==> config.mk <==
export PLATFORM = sky130hd
export DESIGN_NAME = busy_timer
export DESIGN_NICKNAME = d
export VERILOG_FILES = /design/src/rtl/busy_timer_pkg.sv /design/src/rtl/busy_timer.sv
export SDC_FILE = /design/constraint.sdc
export NUM_CORES = 1
export LEC_CHECK = 0
export CORE_MARGIN = 2
export CORE_UTILIZATION = 55
export CTS_BUF_LIST = sky130_fd_sc_hd__clkbuf_8
export DETAILED_ROUTE_END_ITERATION = 10
export PLACE_DENSITY_LB_ADDON = 0.25
export SKIP_CTS_REPAIR_TIMING = 1
export SLEW_MARGIN = 20
export SYNTH_ARGS = -nofsm -noshare
export SYNTH_HDL_FRONTEND = slang
export SYNTH_SLANG_ARGS = --single-unit
==> constraint.sdc <==
create_clock -name i_clk -period 5.21 [get_ports i_clk]
set_input_delay 0.521 -clock i_clk [delete_from_list [all_inputs] [get_ports i_clk]]
set_output_delay 0.521 -clock i_clk [all_outputs]
set_load 0.1 [all_outputs]
==> src/rtl/busy_timer_pkg.sv <==
`default_nettype none
// ============================================================================
// Module      : busy_timer_pkg
// Description : Shared constants for busy_timer: the 2-bit operating mode
//               codes and the IDLE/RUN state encoding.
// Revision    : 1.0 - initial release
// ============================================================================
package busy_timer_pkg;

    // Operating modes, sampled on an accepted start. Code 3 is reserved and
    // behaves as ONESHOT because only RETRIGGER and PERIODIC are compared.
    localparam logic [1:0] c_mode_oneshot   = 2'd0;
    localparam logic [1:0] c_mode_retrigger = 2'd1;
    localparam logic [1:0] c_mode_periodic  = 2'd2;

    // Timer state encoding.
    localparam logic [0:0] c_st_idle = 1'b0;
    localparam logic [0:0] c_st_run  = 1'b1;

endpackage : busy_timer_pkg
`default_nettype wire

==> src/rtl/busy_timer.sv <==
`default_nettype none
// ============================================================================
// Module      : busy_timer
// Description : Retriggerable busy/period timer. Produces a busy window of
//               programmable length in ONESHOT, RETRIGGER or PERIODIC mode,
//               with abort and a one-cycle end-of-window pulse.
// Ports       : i_clk    - clock, rising edge
//               i_reset  - synchronous active-high reset
//               i_start  - start / retrigger request
//               i_abort  - end the current window immediately (no o_done)
//               i_load   - write i_count into the length register
//               i_count  - new window length
//               i_mode   - 0 ONESHOT, 1 RETRIGGER, 2 PERIODIC, 3 as ONESHOT
//               o_busy   - window active
//               o_done   - pulse in the final busy cycle of each window
//               o_count  - remaining cycles after this one, 0 when idle
// Revision    : 1.0 - initial release
// ============================================================================
module busy_timer
    import busy_timer_pkg::*;
#(
    parameter int LGMAX         = 16,
    parameter int DEFAULT_COUNT = 22
) (
    input  logic             i_clk,
    input  logic             i_reset,
    input  logic             i_start,
    input  logic             i_abort,
    input  logic             i_load,
    input  logic [LGMAX-1:0] i_count,
    input  logic [1:0]       i_mode,
    output logic             o_busy,
    output logic             o_done,
    output logic [LGMAX-1:0] o_count
);

    localparam logic [LGMAX-1:0] c_zero    = '0;
    localparam logic [LGMAX-1:0] c_one     = LGMAX'(1);
    localparam logic [LGMAX-1:0] c_default = LGMAX'(DEFAULT_COUNT);

    logic [0:0]       r_state;
    logic [LGMAX-1:0] r_counter;
    logic [LGMAX-1:0] r_len;
    logic [1:0]       r_mode;

    logic [0:0]       w_state_nxt;
    logic [LGMAX-1:0] w_counter_nxt;
    logic [1:0]       w_mode_nxt;
    logic [LGMAX-1:0] w_leff;
    logic             w_leff_nz;

    // A length written this cycle takes effect immediately for any start,
    // retrigger or periodic reload happening in the same cycle.
    assign w_leff    = i_load ? i_count : r_len;
    assign w_leff_nz = (w_leff != c_zero);

    always_comb begin
        w_state_nxt   = r_state;
        w_counter_nxt = r_counter;
        w_mode_nxt    = r_mode;

        if (i_abort) begin
            w_state_nxt   = c_st_idle;
            w_counter_nxt = c_zero;
        end else if (r_state == c_st_idle) begin
            if (i_start && w_leff_nz) begin
                w_state_nxt   = c_st_run;
                w_counter_nxt = w_leff - c_one;
                w_mode_nxt    = i_mode;
            end
        end else if (i_start && (r_mode == c_mode_retrigger)) begin
            // Retrigger restarts the window; a zero length ends it instead.
            if (w_leff_nz) begin
                w_counter_nxt = w_leff - c_one;
            end else begin
                w_state_nxt   = c_st_idle;
                w_counter_nxt = c_zero;
            end
        end else if (r_counter != c_zero) begin
            w_counter_nxt = r_counter - c_one;
        end else if ((r_mode == c_mode_periodic) && w_leff_nz) begin
            w_counter_nxt = w_leff - c_one;
        end else begin
            w_state_nxt   = c_st_idle;
            w_counter_nxt = c_zero;
        end
    end

    always_ff @(posedge i_clk) begin
        if (i_reset) begin
            r_state   <= c_st_idle;
            r_counter <= c_zero;
            r_len     <= c_default;
            r_mode    <= c_mode_oneshot;
        end else begin
            r_state   <= w_state_nxt;
            r_counter <= w_counter_nxt;
            r_mode    <= w_mode_nxt;
            if (i_load) begin
                r_len <= i_count;
            end
        end
    end

    // Outputs come straight from registers: no input-to-output path.
    assign o_busy  = (r_state == c_st_run);
    assign o_done  = (r_state == c_st_run) && (r_counter == c_zero);
    assign o_count = r_counter;

endmodule : busy_timer
`default_nettype wire

== Word level (Yosys, flattened, before mapping) ==
Cells that the tools add are included.

* Reduce and logical (&&, ||, !) cells: 10
* Equality and inequality tests: 2
* Bitwise gates (word level): 2
* $add $sub $neg: 2
* Multiplexer cells: 13

{| class="wikitable"
|+ Operators with widths
! cell !! number
|-
| 2-to-1 mux 16 bit || 7
|-
| nonzero test 16 bit || 2
|-
| subtractor 16 x 1 -> 16 bit, second input constant || 2
|-
| zero test 16 bit || 1
|-
| 2-to-1 mux 1 bit || 6
|-
| logical AND 1 bit || 4
|-
| AND reduction 3 bit || 1
|-
| equality test 2 x 1 -> 1 bit, second input constant || 1
|-
| equality test 2 bit, second input constant || 1
|-
| NOT 1 bit || 2
|-
| nonzero test 2 bit || 1
|-
| OR reduction 2 bit || 1
|}

* Input bits: 23
* Output and inout bits: 18
* Register bits after elaboration: 35
* Word-level logic and storage cells: 33

== Depth between registers and ports, before layout ==
* Depth after elaboration: 7
* Depth in mapped cells: 13
* Depth with buffers taken out: 8

== Least setup slack after synthesis ==
OpenSTA, ideal clock, no wires.

* Path kind: input to register
* Start: input i_load
* End: register r_counter[0], in the netlist o_count[0]
* Path buffers: 5
* Library setup time: 0.128 ns
* Stages on the path: 13
* Required time: 5.082 ns
* Arrival time: 3.969 ns
* Setup slack: 1.114 ns
* Path through: buf_6 -> clkbuf_1 -> buf_2 -> buf_1 -> mux2i_1 -> ha_1 -> or4b_1 -> a222oi_1 -> nand2_1 -> and2_1 -> buf_2 -> a221oi_1 -> nor2_1

* Cells in the longest elaborated chain, start to end: 7

{| class="wikitable"
|+ Ends and longest elaborated chain
! what !! line !! RTL
|-
| start: declaration || busy_timer.sv:29 || <nowiki>input logic i_load,</nowiki>
|-
| 2-to-1 mux 16 bit * || n/a ||
|-
| branches (longest 6 deep; another with subtractor 16 x 1 -> 16 bit) || n/a ||
|-
| end signal: assignment || busy_timer.sv:92 || <nowiki>r_counter <= c_zero;</nowiki>
|-
| end signal: assignment || busy_timer.sv:97 || <nowiki>r_counter <= w_counter_nxt;</nowiki>
|-
| end: declaration || busy_timer.sv:42 || <nowiki>logic [LGMAX-1:0] r_counter;</nowiki>
|}

Mark *: on every way between the ends. The select of a mux whose other input is x is not followed.
A chain may end at the register's enable or synchronous reset.

== Worst setup path after layout ==
* Start: register r_counter[0], in the netlist o_count[0]
* End: output o_done

* Cells in the longest elaborated chain, start to end: 2

{| class="wikitable"
|+ Ends and longest elaborated chain
! what !! line !! RTL
|-
| zero test 16 bit || busy_timer.sv:107 || <nowiki>assign o_done = (r_state == c_st_run) && (r_counter == c_zero);</nowiki>
|-
| logical AND 1 bit || busy_timer.sv:107 ||
|-
| end: declaration || busy_timer.sv:33 || <nowiki>output logic o_done,</nowiki>
|}

Every way passes these cells.

==> metrics.cfg <==
[synth]
synth-edff-count=0
ys_types=57
avgSynthCellArea_um2=8.055
yosysWarningCount=0
synth_seq_area_share=0.3020
synth_top_cell_area_share=0.3020
synth_cells=288
synth_top_area_cell=dfxtp_1
ys.flop_type=dfxtp_1
netlist_top_cells_area=dfxtp_1 30%, mux2i_1 7.3%, nor2_1 6.3%
async_flop_share=0
synth_nets=314
syn-cell-area_mm2=0.002320
ys_ff_latch=35

[timing]
tightestPinTransition_ps=972.9
slew_headroom=0.3493
finalClockSkew_ps=5.618
final.min_clock_period_ps=3940
tns_ps=0
setup_viol=0
final_hold_viol_count=0
final-max-slew-violation-count=0
max_freq_ghz=0.2538
rsz0062_at_grt=no
whs_ps=504.3
fin_crit_sh=0.7562

[setup_path]
slowest_stage=clkdlybuf4s50_1
critPathKind=reg2out
crit_required_ps=4690
slowest_delay_ps=1120
reg2reg_setup_slack_ps=1900
start_kind=flip-flop
cp-end-kind=output pin
path_max_fanout=7
worstPathCellList=inv_1 > ha_1 > or4b_2 > nor4_2 > and2_1 > clkdlybuf4s50_1
crit_arrival_ps=3420

[drt]
firstDrtPassIters=4
drtIter0Drc=224
avgViaCountPerCell=6.196
antenna_left=0
wl_um=5698
avgRoutedWirePerCell_um=15.32
vias=2305
drc=0

[pwr]
power.density_mw_per_mm2=256.6
leakage_nw=1.025
ir_worst_vdd_mv=0.1685

[finish]
mostFrequentLayoutCells=40 x clkdlybuf4s50_1, 39 x nor2_1, 35 x dfxtp_1, 22 x a21oi_1
diodes=0
mostFrequentLayoutCell=clkdlybuf4s50_1
drive_gt1_frac=0.06211
area_delta_synth_final_pct=20.66
fin_nets=349
stdcell_area_mm2=0.002799

[global_routing]
grt_max_degree=40
grt_overflow=0
antenna_found_initial=0
grt_pass1_vias=1993
track_usage=0.2637
grt_pass1_wl_um=9266

[cts]
tritoncts=done
clk_latency_ps=290
cts_sinks=35
cts_made_buffers=5
cts.clk_slew.worst_paths_ps=70
cts_root_buf=clkbuf_8
clk_path_buf_depth=2
htreeDepth=2

[floorplan]
die_area_mm2=0.004753
fp.coreArea_mm2=0.004029
die_w_um=68.95
die-height_um=68.95
start_util=0.5758
rows=23
num_io_pins=41

[place]
dpl.hpwl_um=4358
io_buffers=40
place_congestion=0.9545
dpl-instance-area_mm2=0.002726

[flow_run]
cap_viol_max_count=0

[hold_path]
min_path_type=reg2reg

[run_status]
outcome=finished, final reports clean

layer usage:
layer | routed length (um) | GRT usage
met2 | 2652 | 0.4195
met3 | 429 | 0.07468
met4 | 84 | 0.08333
met1 | 2531 | 0.3446
met5 | 0 | 0
worst max-delay path: cells and delay by family, from the launching register on:
family        cells  cell delay, ps
fa+ha+maj         1             150
buf+inv           2            1220
flops             1             360
simple gates      3            1400
where the power goes:
part	internal (mW)	total [mW]	switching (mW)	leakage (nW)
Clock	0.0871	0.180	0.0930	0.0413
Sequential	0.282	0.298	0.0158	0.287
Combinational	0.0894	0.240	0.151	0.696
per-stage QoR:
step / std cells / power [mW] / setup WS [ps] / util
2_1_floorplan: 288 / 0.4797 / 1114 / -
4_1_cts: 372 / 0.7193 / 1285 / 0.6947
3_3_place_gp: 366 / 0.5389 / 1179 / 0.6767
3_5_place_dp: 366 / 0.5410 / 1089 / 0.6767
5_1_grt: 372 / 0.7528 / 1114 / 0.6947
6_report: 372 / 0.7182 / 1270 / 0.6947
cell usage after synthesis, types with 2 or more instances:
cell type  count
or4b_2         2
nand3b_1       3
o31a_1         2
a22oi_1        3
xor2_1         6
buf_2          3
xnor2_1        8
nor4b_1        3
a2111oi_0      2
a31oi_1        4
nor3b_1        2
inv_1          7
o211ai_1       2
or4b_1         3
clkbuf_1       6
nor2b_1        4
o22ai_1        2
a21oi_1       22
o21ai_0       15
or3_1          6
and2_1         6
nand2b_1       7
mux2i_1       17
buf_1          2
nor4_1         3
a221oi_1       3
nor2_1        39
nand3_1        3
ha_1           3
o221ai_1       2
a211oi_1       4
dfxtp_1       35
a2bb2oi_1      2
mux2_2         3
nand2_1       17
or4_1          7
nor3_1        10
state kept, by name (all words and copies together), names as in the netlist:
name / cells
o_count: 16
r_mode: 2
r_len: 16
o_busy: 1
logic make-up after synthesis:
| kind of cell | share of synthesized area |
|---|---|
| AND/OR/NAND/NOR | 0.2934 |
| AO/OA/AOI/OAI | 0.2087 |
| flip-flops | 0.3020 |
| buffers and inverters | 0.03884 |
| multiplexers | 0.08792 |
| XOR/XNOR | 0.05286 |
| adder cells (fa/ha/maj) | 0.01618 |
cell type report:
class,count,area (um^2)
multi-input cells,233,1529
fillers,360,1230
flip-flops and latches,35,700.7
repair buffers,41,407.9
clock buffers,5,68.82
well taps,50,62.56
inverters,7,26.28
clock inverters,1,3.754
worst paths after layout:
path	cells after the start	from	end
max	6	o_count[0]	o_done
min	2	o_count[8]	o_count[8]
max reg2reg	8	r_len[0]	o_count[7]
min reg2reg	2	o_count[8]	o_count[8]
No activity file was read; power rests on OpenSTA's default activity.
